==> src/rtl/dmem_arbiter.sv <==
// dmem_arbiter: two-port arbiter and IDLE -> ACCESS -> DONE sequencer for the 16 x 8 data memory.
// Define DMEM_ARB_FIXED_PRIO_EN for fixed port-0 priority; the default build is round-robin.
module dmem_arbiter #(
    parameter int ADDR_W = 4,
    parameter int DATA_W = 8
) (
    input  logic              clk,
    input  logic              reset,
    input  logic              p0_req,
    input  logic              p0_we,
    input  logic [ADDR_W-1:0] p0_addr,
    input  logic [DATA_W-1:0] p0_wdata,
    output logic              p0_gnt,
    output logic              p0_done,
    output logic [DATA_W-1:0] p0_rdata,
    input  logic              p1_req,
    input  logic              p1_we,
    input  logic [ADDR_W-1:0] p1_addr,
    input  logic [DATA_W-1:0] p1_wdata,
    output logic              p1_gnt,
    output logic              p1_done,
    output logic [DATA_W-1:0] p1_rdata,
    output logic [ADDR_W-1:0] mem_address,
    output logic [DATA_W-1:0] mem_acc,
    output logic              mem_read,
    output logic              mem_write,
    input  logic [DATA_W-1:0] mem_data
);

    typedef enum logic [1:0] {
        IDLE   = 2'd0,
        ACCESS = 2'd1,
        DONE   = 2'd2
    } state_e;

    state_e            state_q, state_d;
    logic              win_q, win_d;      // 0 = port 0 owns the access, 1 = port 1
    logic              we_q, we_d;
    logic [ADDR_W-1:0] addr_q, addr_d;
    logic [DATA_W-1:0] wdata_q, wdata_d;
    logic              p0_gnt_q, p0_gnt_d;
    logic              p1_gnt_q, p1_gnt_d;
    logic              p0_done_q, p0_done_d;
    logic              p1_done_q, p1_done_d;
    logic [DATA_W-1:0] p0_rdata_q, p0_rdata_d;
    logic [DATA_W-1:0] p1_rdata_q, p1_rdata_d;
    logic              any_req;
    logic              pick_p1;

    assign any_req = p0_req | p1_req;

`ifdef DMEM_ARB_FIXED_PRIO_EN
    assign pick_p1 = p1_req & ~p0_req;
`else
    // last_q = 1 means port 1 was granted last, so port 0 wins the next tie.
    logic last_q, last_d;

    assign pick_p1 = p1_req & (~p0_req | ~last_q);

    always_comb begin
        last_d = last_q;
        if (state_q == IDLE && any_req) begin
            last_d = pick_p1;
        end
    end

    always_ff @(posedge clk or negedge reset) begin
        if (!reset) begin
            last_q <= 1'b1;
        end else begin
            last_q <= last_d;
        end
    end
`endif

    always_comb begin
        // NOTE: every signal gets a default before the case so no path leaves it unassigned (no latches).
        state_d    = state_q;
        win_d      = win_q;
        we_d       = we_q;
        addr_d     = addr_q;
        wdata_d    = wdata_q;
        p0_gnt_d   = 1'b0;
        p1_gnt_d   = 1'b0;
        p0_done_d  = 1'b0;
        p1_done_d  = 1'b0;
        p0_rdata_d = p0_rdata_q;
        p1_rdata_d = p1_rdata_q;

        case (state_q)
            IDLE: begin
                if (any_req) begin
                    win_d    = pick_p1;
                    we_d     = pick_p1 ? p1_we    : p0_we;
                    addr_d   = pick_p1 ? p1_addr  : p0_addr;
                    wdata_d  = pick_p1 ? p1_wdata : p0_wdata;
                    p0_gnt_d = ~pick_p1;
                    p1_gnt_d = pick_p1;
                    state_d  = ACCESS;
                end
            end
            ACCESS: begin
                if (!we_q) begin
                    if (win_q) begin
                        p1_rdata_d = mem_data;
                    end else begin
                        p0_rdata_d = mem_data;
                    end
                end
                p0_done_d = ~win_q;
                p1_done_d = win_q;
                state_d   = DONE;
            end
            DONE: begin
                state_d = IDLE;
            end
            default: begin
                state_d = IDLE;
            end
        endcase
    end

    always_ff @(posedge clk or negedge reset) begin
        if (!reset) begin
            state_q    <= IDLE;
            win_q      <= 1'b0;
            we_q       <= 1'b0;
            addr_q     <= '0;
            wdata_q    <= '0;
            p0_gnt_q   <= 1'b0;
            p1_gnt_q   <= 1'b0;
            p0_done_q  <= 1'b0;
            p1_done_q  <= 1'b0;
            p0_rdata_q <= '0;
            p1_rdata_q <= '0;
        end else begin
            // NOTE: non-blocking assignments so every flop samples pre-edge values.
            state_q    <= state_d;
            win_q      <= win_d;
            we_q       <= we_d;
            addr_q     <= addr_d;
            wdata_q    <= wdata_d;
            p0_gnt_q   <= p0_gnt_d;
            p1_gnt_q   <= p1_gnt_d;
            p0_done_q  <= p0_done_d;
            p1_done_q  <= p1_done_d;
            p0_rdata_q <= p0_rdata_d;
            p1_rdata_q <= p1_rdata_d;
        end
    end

    // Strobes decode from the state flop so an asynchronous reset drops them at once.
    assign mem_read    = (state_q == ACCESS) & ~we_q;
    assign mem_write   = (state_q == ACCESS) & we_q;
    assign mem_address = addr_q;
    assign mem_acc     = wdata_q;

    assign p0_gnt   = p0_gnt_q;
    assign p1_gnt   = p1_gnt_q;
    assign p0_done  = p0_done_q;
    assign p1_done  = p1_done_q;
    assign p0_rdata = p0_rdata_q;
    assign p1_rdata = p1_rdata_q;

endmodule

==> config.mk <==
export PLATFORM = sky130hd
export DESIGN_NAME = dmem_arbiter
export DESIGN_NICKNAME = d
export VERILOG_FILES = /design/src/rtl/dmem_arbiter.sv
export SDC_FILE = /design/constraint.sdc
export NUM_CORES = 1
export LEC_CHECK = 0
export ABC_AREA = 1
export ABC_CLOCK_PERIOD_IN_PS = 1370
export CELL_PAD_IN_SITES_DETAIL_PLACEMENT = 0
export CELL_PAD_IN_SITES_GLOBAL_PLACEMENT = 1
export CORE_UTILIZATION = 39
export DETAILED_ROUTE_END_ITERATION = 8
export DONT_BUFFER_PORTS = 1
export PLACE_DENSITY = 0.74
export REMOVE_ABC_BUFFERS = 1
export SLEW_MARGIN = 20
export SYNTH_ARGS = -nofsm -noshare
export SYNTH_HDL_FRONTEND = slang
export SYNTH_SLANG_ARGS = --single-unit
==> constraint.sdc <==
create_clock -name clk -period 1.37 [get_ports clk]
set_clock_uncertainty 0.2 [all_clocks]
set_input_delay 0.137 -clock clk [delete_from_list [all_inputs] [get_ports clk]]
set_output_delay 0.137 -clock clk [all_outputs]
set_load 0.05 [all_outputs]
* After elaboration in Yosys (flattened, before gate mapping) *
Index checks and enable logic that the tools add are counted.
Widths: inputs -> output; s select.

word-level totals
  word-level logic and storage cells = 40
  bits of input ports = 38
  flip-flop bits (word level) = 37
  output and inout bits = 34

operators by class
  eq/ne operators = 2
  bitwise logic cells = 10
  reduce and logical (&&, ||, !) cells = 5
  muxes and demuxes = 11

operators with widths
  operator            number
  $mux 8              1
  $mux 1              7
  $reduce_and 3->1    2
  $not 1->1           5
  $mux 4              1
  $pmux 2 s2          1
  $and 1x1->1         3
  $eq 2x1->1 const B  1
  $logic_not 2->1     1
  $mux 2              1
  $ne 2x2->1 const B  1
  $or 1x1->1          2
  $reduce_and 2->1    1
  $logic_and 1x1->1   1

* Depth between registers and ports, before layout *
Gate-level depths: netlist (run 1).

  depth in word-level cells = 6
  gate-level depth with buffers = 7

* Worst setup path before layout (run 1) *
No wires, ideal clock.

  kind = reg2out
  start point = register we_q
  end point = output port mem_write
  data arrival time = 1411 ps
  buffers on the path = 1
  required time = 1033 ps
  cell stages (with the launch flop) = 4
  setup slack = -378 ps
  path through = dfrtp_1 clkinv_1 buf_2 nor2_1

on the way
  longest elaborated chain between the ends = 1

RTL lines
  element                 RTL line  source
  start, declared         38        logic we_q, we_d;
  start signal, assigned  140       we_q <= we_d;
  $and 1x1->1             154       assign mem_write = (state_q == ACCESS) & we_q;
  end, declared           26        output logic mem_write,

Every way passes these cells.

* Final worst setup path (run 1) *
Ends and elaborated chain as after synthesis.

==> metrics.yaml, run 1 <==
worst_setup_path:
  startpoint_type: "register"
  critPathArrivalTime_ps: 1240
  worst_setup_path_end_kind: "output port"
  cp_slowest_cell: "dfrtp_1"
  cp.buffers_inverters: 2
  critical-path-top-delay-family: "flip-flops"
  rr_startpoint: "state_q[1]$_DFFE_PN0P_"
  critical_path.max_fanout: 9
  r2r_cells: 6
  crit_type: "register to output port"
  reg2reg_to: "p0_rdata[3]$_DFFE_PN0P_"
  regToRegSetupSlack_ps: -70
  path_cells: "clkinv_2, nor2_4, buf_6"
  max_stage_delay_ps: 430
  cp.required_ps: 1030
global_routing:
  grt_pass1_vias: 1627
  grt_pass1_wl_mm: 7.196
  gr-total-overflow: 0
  grt_max_degree: 38
  antenna_found_initial: 0
  grt_usage_pct: 22.20
drt:
  num_vias: 1629
  drc: 0
  dr.pass1.iters: 4
  routed_via_density: 5.107
  wl_per_cell_microns: 14.08
  ant_nets: 0
  drt_iter0_drc: 93
  wirelength_mm: 4.490
sta:
  timing.hold.ws_ps: -268.0
  setup_ws_ps: -204.7
  tns_ps: -1196
  rsz0062_at_grt: "yes"
  finalCriticalPeriod_ps: 1575
  slew_violations: 0
  relSlewSlack_pct: 67.69
  setup_violations: 18
  finalCritPeriodShare_pct: 114.9
  hold_violations: 18
  worst_pin_slew_ps: 484.7
  fmax_mhz: 635.0
clock_tree:
  h-tree-depth: 2
  cts_root_buf: "clkbuf_8"
  cts.sinks: 37
  clockBufferDepth: 2
  tritoncts: "yes"
  clkTransAtPathRegs_ps: 70
  hold_buffers: 37
  clk_latency_ps: 280
  cts_buffers: 5
power:
  combPwrFrac_pct: 54.5
  p_clk_share_pct: 11.3
  finalPower_w: 0.006753
  power_leakage_nw: 1.292
  power.ir.vdd_worst_v: 0.001243
  power_density_nw_per_um2: 2706
  p_seq_share_pct: 34.2
  p_int_w: 0.003232
  power.net_switching_w: 0.003522
  switching_share_pct: 52.15
synthesis:
  synth.area.top_cells: "dfrtp_1, nand2_1, nand4_1, nand3_1, buf_6"
  avgSynthCellArea_sq_um: 8.350
  yosysTopAreaCell: "dfrtp_1"
  yosys_warnings: 0
  postSynthCellCount: 196
  yosysUniqueCellTypes: 16
  syn-cell-area_sq_um: 1637
  yosysSeqAreaShare_pct: 56.65
  synth.top_cell.area_share_pct: 55.05
  synth_seq_cells: 37
floorplanning:
  initial_core_util_pct: 40.62
  dieArea_sq_um: 4460
  rows: 23
  die_h_microns: 66.78
  io_pins: 72
  die_w_microns: 66.78
  fp.coreArea_sq_um: 4029
run_status:
  status: "finished with violations"
  violations: "hold timing, setup timing"
finish:
  final_common_cell: "nand2_1"
  layout_common_cells: "nand2_1, dlygate4sd3_1, dfrtp_1"
  final_core_util_pct: 61.96
  num_antenna_cells: 0
  nNetsFinal: 307
  stdcell_count: 319
  area_growth_syn_to_layout_pct: 52.52
  drive_gt1_share_pct: 24.16
min_path:
  hold_end: "p0_gnt$_DFF_PN0_"
  hold_depth: 1
  hp-class: "input port to register"
  min_from: "p1_req"
flow_run:
  drv_cap: 0
placement:
  port_buffers: 0
  placedCellCount: 273
  hpwl_mm: 2.797
  gp_congestion: 0.7318
-- worst reg2reg max path, cell delays in order, from the launching register on --
cell and delay (ps):
dfrtp_1 390, nor2_2 150, buf_6 120, buf_4 150, nand3_2 160, nand2_1 110, nand2_1 50
-- synthesized netlist by cell type, drive strengths merged --
library cell	instances
nand4	16
clkbuf	1
nand2	103
buf	9
nor2	7
o21ai	1
dfrtp	36
inv	4
nand3	15
dfstp	1
a21oi	1
clkinv	2
-- layout make-up --
cell class	count	area (sq um)
repair buffers	76	703.2
multi-input cells	143	688.2
well taps	50	62.56
flip-flops and latches	37	927.1
fillers	353	1533
inverters	6	28.78
clock buffers	7	86.33
-- state kept, by name, indices dropped and copies added, names as in the netlist --
| name | flops |
|---|---|
| mem_acc | 8 |
| p0_rdata | 8 |
| p1_rdata | 8 |
| mem_address | 4 |
| state_q | 2 |
| last_q | 1 |
| p0_done | 1 |
| p0_gnt | 1 |
| p1_done | 1 |
| p1_gnt | 1 |
| we_q | 1 |
| win_q | 1 |
-- worst max-delay path by stage --
stage	endpoint	depth (start not counted)	slack (ps)	startpoint
2_1_floorplan	mem_read	3	-830	state_q[1]$_DFFE_PN0P_
3_3_place_gp	p0_rdata[0]$_DFFE_PN0P_	5	10	state_q[1]$_DFFE_PN0P_
3_5_place_dp	p0_rdata[3]$_DFFE_PN0P_	5	-30	state_q[1]$_DFFE_PN0P_
4_1_cts	mem_write	6	-190	state_q[0]$_DFFE_PN0P_
5_1_grt	mem_write	3	-270	we_q$_DFFE_PN0P_
6_report	mem_write	3	-200	we_q$_DFFE_PN0P_
-- power by group through the flow --
| stage | Sequential [W] | Clock (W) | Combinational, W |
|---|---|---|---|
| floorplan | 0.00344 | 0 | 0.000999 |
| global placement | 0.00226 | 0 | 0.00322 |
| detailed placement | 0.00228 | 0 | 0.00329 |
| CTS | 0.00228 | 0.000787 | 0.00355 |
| global route | 0.00238 | 0.000836 | 0.00395 |
| finish | 0.00231 | 0.000761 | 0.00368 |
-- repair_timing --
item | in CTS | in global routing
hold endpoints to repair | 71 | 18
endpoints found under the setup margin | 30 | 33
setup buffers | 2 | 0
resized for setup | 12 | 19
pin swaps | 3 | 6
-- logic make-up (layout without fill, tap and decap cells) --
| kind of cell | count (synthesis) | in the layout | share of synthesized area [%] |
|---|---|---|---|
| and+or+nand+nor | 141 | 141 | 36.09 |
| DFF | 37 | 37 | 56.65 |
| buffers and inverters | 16 | 89 | 5.962 |
| AOI/OAI and AO/OA | 2 | 2 | 1.300 |
-- metrics by stage --
stage                     worst slack (ps)  cell area [sq um]
after floorplan                     -827.8               1562
after global placement               11.39               1902
after detailed placement            -28.86               1902
after CTS                           -187.1               2421
after global routing                -271.9               2496
final                               -204.7               2496
-- routing by layer --
layer  part of all wire, %  vias to the layer above  GRT usage, %  routed length [microns]
met3                   5.8                        8         6.678                      261
met5                     0                        -             0                        0
met4                   1.6                        0         7.181                       72
li1                      -                      772             -                        -
met2                    54                       64         42.55                     2437
met1                    38                      785         22.40                     1719
Power figures use the tool's default switching activity.
==> run 2, diff against run 1 <==
--- a/config.mk
+++ b/config.mk
@@ -5,11 +5,10 @@
 export SDC_FILE = /design/constraint.sdc
 export NUM_CORES = 1
 export LEC_CHECK = 0
-export ABC_AREA = 1
 export ABC_CLOCK_PERIOD_IN_PS = 1370
 export CELL_PAD_IN_SITES_DETAIL_PLACEMENT = 0
 export CELL_PAD_IN_SITES_GLOBAL_PLACEMENT = 1
-export CORE_UTILIZATION = 39
+export CORE_UTILIZATION = 41
 export DETAILED_ROUTE_END_ITERATION = 8
 export DONT_BUFFER_PORTS = 1
 export PLACE_DENSITY = 0.74
==> metrics.yaml, run 2 <==
run_status:
  status: "finished with violations"
  violations: "setup timing"
sta:
  timing.hold.ws_ps: 37.84  # +305.9 ps
  finalCritPeriodShare_pct: 119.7  # +4.7 points
  fmax_mhz: 610.0  # -3.9%
  tns_ps: -3568  # -2372 ps
  rsz0062_at_grt: "yes"
  relSlewSlack_pct: 69.66  # +2.0 points
  slew_violations: 0  # unchanged
  hold_violations: 0  # -18
  worst_pin_slew_ps: 455.5  # -29.24 ps
  finalCriticalPeriod_ps: 1639  # +64.62 ps
  setup_ws_ps: -269.4  # -64.62 ps
  setup_violations: 28  # +10
drt:
  num_vias: 1315  # -19%
  dr.pass1.iters: 4  # unchanged
  ant_nets: 0  # unchanged
  drc: 0  # unchanged
  drt_iter0_drc: 62  # -33%
  wirelength_mm: 4.156  # -7.4%
  wl_per_cell_microns: 16.05  # +14%
  routed_via_density: 5.077  # -0.58%
power:
  combPwrFrac_pct: 57.3  # +2.8 points
  switching_share_pct: 47.30  # -4.8 points
  power_leakage_nw: 1.246  # -3.6%
  p_seq_share_pct: 30.7  # -3.5 points
  p_clk_share_pct: 12.0  # +0.7 points
  p_int_w: 0.003662  # +13%
  power.net_switching_w: 0.003287  # -6.7%
  finalPower_w: 0.006949  # +2.9%
  power.ir.vdd_worst_v: 0.001360  # +9.4%
  power_density_nw_per_um2: 2780  # +2.7%
finish:
  final_common_cell: "dlygate4sd3_1"
  num_antenna_cells: 0  # unchanged
  drive_gt1_share_pct: 35.21  # +11 points
  multi_input_area_sq_um: 563.0  # -18%
  seqCellArea_sq_um: 927.1  # unchanged
  area_growth_syn_to_layout_pct: 61.52
  nNetsFinal: 250  # -19%
  layout_common_cells: "dlygate4sd3_1, dfrtp_1, buf_4"
  fillers: 238  # -33%
worst_setup_path:
  path_cells: "nand2b_4, buf_6, inv_4, and2_4, buf_12"
  startpoint_type: "register"
  crit_type: "register to output port"
  rr_startpoint: "state_q[1]$_DFFE_PN0P_"
  max_stage_delay_ps: 410  # -20 ps
  cp_slowest_cell: "dfrtp_1"
  r2r_cells: 4  # -2
  regToRegSetupSlack_ps: -210  # -140 ps
  worst_setup_path_end_kind: "output port"
  cp.required_ps: 1030  # about the same
  critPathArrivalTime_ps: 1300  # +60 ps
  critical_path.max_fanout: 3  # -6
  reg2reg_to: "p1_rdata[1]$_DFFE_PN0P_"
floorplanning:
  die_h_microns: 63.44  # -5.0%
  die_w_microns: 63.44  # -5.0%
  io_pins: 72  # unchanged
  fp.coreArea_sq_um: 3468  # -14%
  dieArea_sq_um: 4025  # -9.8%
  initial_core_util_pct: 44.62  # +4.0 points
  rows: 21  # -8.7%
synthesis:
  yosys_warnings: 0  # unchanged
  avgSynthCellArea_sq_um: 11.73  # +40%
  yosysUniqueCellTypes: 19  # +3
  postSynthCellCount: 132  # -33%
  synth_compound_area_share_pct: 12.21  # +11 points
  synth.area.top_cells: "dfrtp_1, mux2_2, o221ai_1, inv_1, o21ai_0"
  synth.most_common_cell: "dfrtp_1"
  synth_fa_ha_area_share_pct: 0  # unchanged
  muxShareOfSynthArea_pct: 11.64  # +12 points
  synth_seq_cells: 37  # unchanged
  synth_edf_count: 0  # unchanged
  yosysTopAreaCell: "dfrtp_1"
  synthSimpleGateAreaFrac_pct: 7.357  # -29 points
  syn-cell-area_sq_um: 1548  # -5.4%
  synth_top_family_by_area: "compound AO/OA/AOI/OAI gates"
  synth_commonest_cells: "dfrtp_1, inv_1, mux2_2"
  synth-xor-area-share_pct: 0  # unchanged
  yosysSeqAreaShare_pct: 59.90  # +3.3 points
  ys.flop_type: "dfrtp_1"
  synth.top_cell.area_share_pct: 58.21  # +3.2 points
  async_flop_share_pct: 100.0  # unchanged
global_routing:
  grt_pass1_wl_mm: 6.810  # -5.4%
  met2_usage_pct: 36.57  # -6.0 points
  gr-total-overflow: 0  # unchanged
  grt_usage_pct: 22.64  # +0.44 points
  grt_pass1_vias: 1433  # -12%
  antenna_found_initial: 0  # unchanged
  met3_usage_pct: 4.891  # -1.8 points
  busiest_layer: "met2"
  grt_max_degree: 38  # unchanged
  use_met1_pct: 27.51  # +5.1 points
clock_tree:
  tritoncts: "yes"
  clkTransAtPathRegs_ps: 70  # about the same
  cts_setup_buffers: 0  # -2
  h-tree-depth: 2  # unchanged
  clockBufferDepth: 2  # unchanged
  clk_latency_ps: 290  # about the same
  cts_root_buf: "clkbuf_8"
  cts_buffers: 5  # unchanged
  cts.sinks: 37  # unchanged
placement:
  port_buffers: 0  # unchanged
  gp_congestion: 0.6981  # -4.6%
  hpwl_mm: 2.417  # -14%
flow_run:
  drv_cap: 0  # unchanged
min_path:
  min_from: "p1_req"
  hp-class: "input port to register"
  hold_end: "p0_gnt$_DFF_PN0_"
  hold_depth: 4  # +3
-- run 2: worst max path at each step --
| stage | cells past startpoint | to | startpoint | slack (ps) |
|---|---|---|---|---|
| 2_1_floorplan | 3 | p1_rdata[0]$_DFFE_PN0P_ | state_q[1]$_DFFE_PN0P_ | -180 |
| 3_3_place_gp | 3 | we_q$_DFFE_PN0P_ | state_q[0]$_DFFE_PN0P_ | -160 |
| 3_5_place_dp | 3 | mem_acc[2]$_DFFE_PN0P_ | state_q[0]$_DFFE_PN0P_ | -220 |
| 4_1_cts | 5 | mem_write | state_q[1]$_DFFE_PN0P_ | -260 |
| 5_1_grt | 5 | mem_write | state_q[1]$_DFFE_PN0P_ | -310 |
| 6_report | 5 | mem_write | state_q[1]$_DFFE_PN0P_ | -270 |
-- run 2: critical path, delay by kind of cell (launching register included) --
kind                   cells  cell delay [ps]
buffers and inverters      3              300
flip-flops                 1              410
AND/OR/NAND/NOR            2              310
-- run 2: power by group through the flow --
| stage | registers (W) | clock network, W | logic [W] |
|---|---|---|---|
| 2_1_floorplan | 0.00353 | 0 | 0.000921 |
| 3_3_place_gp | 0.00209 | 0 | 0.00348 |
| 3_5_place_dp | 0.00212 | 0 | 0.00354 |
| 4_1_cts | 0.00211 | 0.000855 | 0.00390 |
| 5_1_grt | 0.00218 | 0.000900 | 0.00417 |
| 6_report | 0.00213 | 0.000834 | 0.00398 |
-- run 2: kinds of logic after synthesis --
| logic type | after synthesis |
|---|---|
| AO/OA/AOI/OAI | 28 |
| AND/OR/NAND/NOR | 17 |
| buffers and inverters | 34 |
| flip-flops | 37 |
| multiplexers | 16 |
-- run 2: metal layers --
layer	vias up	routed length [microns]
met5	-	0
met2	44	2156
met1	654	1677
met4	0	173
met3	18	149
li1	599	-
-- run 2: layout make-up --
| type | count | area share, % |
|---|---|---|
| flip-flops and latches | 37 | 37.09 |
| repair buffers | 78 | 29.58 |
| multi-input cells | 61 | 22.52 |
| inverters | 29 | 4.454 |
| clock buffers | 7 | 3.854 |
| well taps | 46 | 2.302 |
| clock inverters | 1 | 0.2002 |
-- run 2: repair_timing --
item	4_1_cts	5_1_grt
gates resized for setup	20	20
setup endpoints to repair	33	33
pin swaps	1	0
hold buffers	38	0
endpoints found under the hold margin	71	0
-- run 2: stage by stage --
| step | area [sq um] | cells | util [%] | worst slack (ps) |
|---|---|---|---|---|
| 6_report | 2500 | 259 | 72.08 | -269.4 |
| 5_1_grt | 2500 | 259 | 72.08 | -312.2 |
| 4_1_cts | 2476 | 259 | 71.39 | -260.2 |
| 2_1_floorplan | 1519 | 127 | - | -183.0 |
| 3_3_place_gp | 1914 | 213 | 55.19 | -155.9 |
| 3_5_place_dp | 1914 | 213 | 55.19 | -222.1 |
==> run 3, diff against run 2 <==
--- a/config.mk
+++ b/config.mk
@@ -6,12 +6,12 @@
 export NUM_CORES = 1
 export LEC_CHECK = 0
 export ABC_CLOCK_PERIOD_IN_PS = 1370
+export BUFFER_PORTS_ARGS = -buffer_cell sky130_fd_sc_hd__clkbuf_2
 export CELL_PAD_IN_SITES_DETAIL_PLACEMENT = 0
 export CELL_PAD_IN_SITES_GLOBAL_PLACEMENT = 1
-export CORE_UTILIZATION = 41
+export CORE_UTILIZATION = 31
 export DETAILED_ROUTE_END_ITERATION = 8
-export DONT_BUFFER_PORTS = 1
-export PLACE_DENSITY = 0.74
+export PLACE_DENSITY = 0.76
 export REMOVE_ABC_BUFFERS = 1
 export SLEW_MARGIN = 20
 export SYNTH_ARGS = -nofsm -noshare
==> metrics.yaml, run 3 (synthesis results as in run 2) <==
worst_setup_path:
  startpoint_type: "register"
  worst_setup_path_end_kind: "register"
  critPathArrivalTime_ps: 1560  # +260 ps
  critical_path.max_fanout: 8  # +5
  crit_type: "register to register"
  cp.required_ps: 1340  # +310 ps
min_path:
  hp-class: "input port to register"
sta:
  setup_ws_ps: -217.7  # +51.61 ps
  relSlewSlack_pct: 75.83  # +6.2 points
  hold_violations: 0  # unchanged
  setup_violations: 31  # +11%
  slew_violations: 0  # unchanged
  rsz0062_at_grt: "yes"
  fmax_mhz: 629.8  # +3.3%
  timing.hold.ws_ps: 50.60  # +12.76 ps
  worst_pin_slew_ps: 362.5  # -92.98 ps
  finalCritPeriodShare_pct: 115.9  # -3.8 points
  finalCriticalPeriod_ps: 1588  # -51.61 ps
placement:
  gp_congestion: 0.6873  # -1.5%
  hpwl_mm: 2.556  # +5.7%
  dpl_worst_slack_ps: -200.5  # +21.56 ps
  placed_area_sq_um: 2093  # +9.3%
  port_buffers: 71  # +71
finish:
  final_common_cell: "clkbuf_2"
  area_growth_syn_to_layout_pct: 70.65
  nNetsFinal: 290  # +16%
  drive_gt1_share_pct: 44.66  # +9.5 points
  final_area_sq_um: 2641  # +5.7%
  fillers: 408  # +71%
  layout_common_cells: "clkbuf_2, dfrtp_1, dlygate4sd3_1"
  num_antenna_cells: 0  # unchanged
clock_tree:
  cts_root_buf: "clkbuf_8"
  tritoncts: "yes"
  h-tree-depth: 2  # unchanged
  clk_latency_ps: 290  # about the same
  clockBufferDepth: 2  # unchanged
  cts_buffers: 5  # unchanged
  clkTransAtPathRegs_ps: 80  # about the same
  cts.sinks: 37  # unchanged
global_routing:
  grt_usage_pct: 16.38  # -6.3 points
  grt_max_degree: 20  # -47%
  antenna_found_initial: 0  # unchanged
  grt_pass1_vias: 1412  # -1.5%
  gr-total-overflow: 0  # unchanged
  grt_pass1_wl_mm: 6.430  # -5.6%
power:
  combPwrFrac_pct: 56.7  # -0.6 points
  power.net_switching_w: 0.003231  # -1.7%
  power_density_nw_per_um2: 2569  # -7.6%
  power.ir.vdd_worst_v: 0.001215  # -11%
  power_leakage_nw: 1.396  # +12%
  p_seq_share_pct: 28.9  # -1.8 points
  finalPower_w: 0.006786  # -2.3%
  switching_share_pct: 47.61  # +0.31 points
  p_int_w: 0.003555  # -2.9%
  p_clk_share_pct: 14.4  # +2.4 points
floorplanning:
  rows: 25  # +19%
  die_h_microns: 72.66  # +15%
  die_w_microns: 72.66  # +15%
  initial_core_util_pct: 32.55  # -12 points
  io_pins: 72  # unchanged
  dieArea_sq_um: 5279  # +31%
  fp.coreArea_sq_um: 4755  # +37%
run_status:
  status: "finished with violations"
  violations: "setup timing"
drt:
  routed_via_density: 4.450  # -12%
  wl_per_cell_microns: 13.10  # -18%
  drt_iter0_drc: 56  # -9.7%
  wirelength_mm: 4.192  # +0.87%
  drc: 0  # unchanged
  ant_nets: 0  # unchanged
  dr.pass1.iters: 4  # unchanged
  num_vias: 1424  # +8.3%
flow_run:
  drv_cap: 0  # unchanged
[run 3: per-layer routing]
| layer | vias to the layer above | GRT usage, % | routed length [microns] |
|---|---|---|---|
| li1 | 679 | - | - |
| met1 | 667 | 18.83 | 1826 |
| met2 | 70 | 28.04 | 2019 |
| met3 | 8 | 4.696 | 272 |
| met4 | 0 | 7.843 | 74 |
| met5 | - | 0 | 0 |
[run 3: power groups by stage]
stage	Clock [W]	Combinational, W	Sequential (W)
after floorplan	0	0.000921	0.00353
after CTS	0.00101	0.00372	0.00195
after global placement	0	0.00346	0.00196
final	0.000977	0.00385	0.00196
after global routing	0.00105	0.00404	0.00202
after detailed placement	0	0.00350	0.00196
[run 3: timing repair]
item | 4_1_cts | 5_1_grt
pin swaps | 0 | 1
hold buffers | 35 | 0
endpoints found under the hold margin | 66 | 0
buffers inserted | 0 | 1
resized for setup | 13 | 11
endpoints found under the setup margin | 33 | 33
[run 3: final cells by class]
class | count | area, sq um | area share (%)
Sequential cell | 37 | 927.1 | 35.10
Timing Repair Buffer | 118 | 857.1 | 32.45
Multi-Input combinational cell | 61 | 548.0 | 20.75
Inverter | 29 | 108.9 | 4.121
Clock buffer | 7 | 86.33 | 3.269
Tap cell | 67 | 83.83 | 3.174
Clock inverter | 1 | 30.03 | 1.137
[run 3: per-stage QoR]
step	util, %	TNS [ps]	std cells
2_1_floorplan	-	-3020	127
3_3_place_gp	44.03	-4353	276
3_5_place_dp	44.03	-5022	276
4_1_cts	54.71	-4882	319
5_1_grt	55.55	-5653	320
6_report	55.55	-3628	320
[run 3: final timing paths]
kind | start | to | slack (ps) | depth (start not counted)
max reg2reg | state_q[1]$_DFFE_PN0P_ | p1_rdata[6]$_DFFE_PN0P_ | -220 | 4
max | state_q[1]$_DFFE_PN0P_ | p1_rdata[6]$_DFFE_PN0P_ | -220 | 4
min | p0_req | p0_gnt$_DFF_PN0_ | 50 | 4
min reg2reg | last_q$_DFFE_PN1P_ | last_q$_DFFE_PN1P_ | 290 | 2
min in group asynchronous | reset | p0_rdata[6]$_DFFE_PN0P_ | 90 | 2
max in group asynchronous | reset | mem_acc[6]$_DFFE_PN0P_ | 450 | 3
[run 3: critical path, cell delays in order (launching register included)]
cell,delay [ps]
dfrtp_1,400
nand2b_4,180
nor3b_4,230
buf_12,160
mux2_4,300
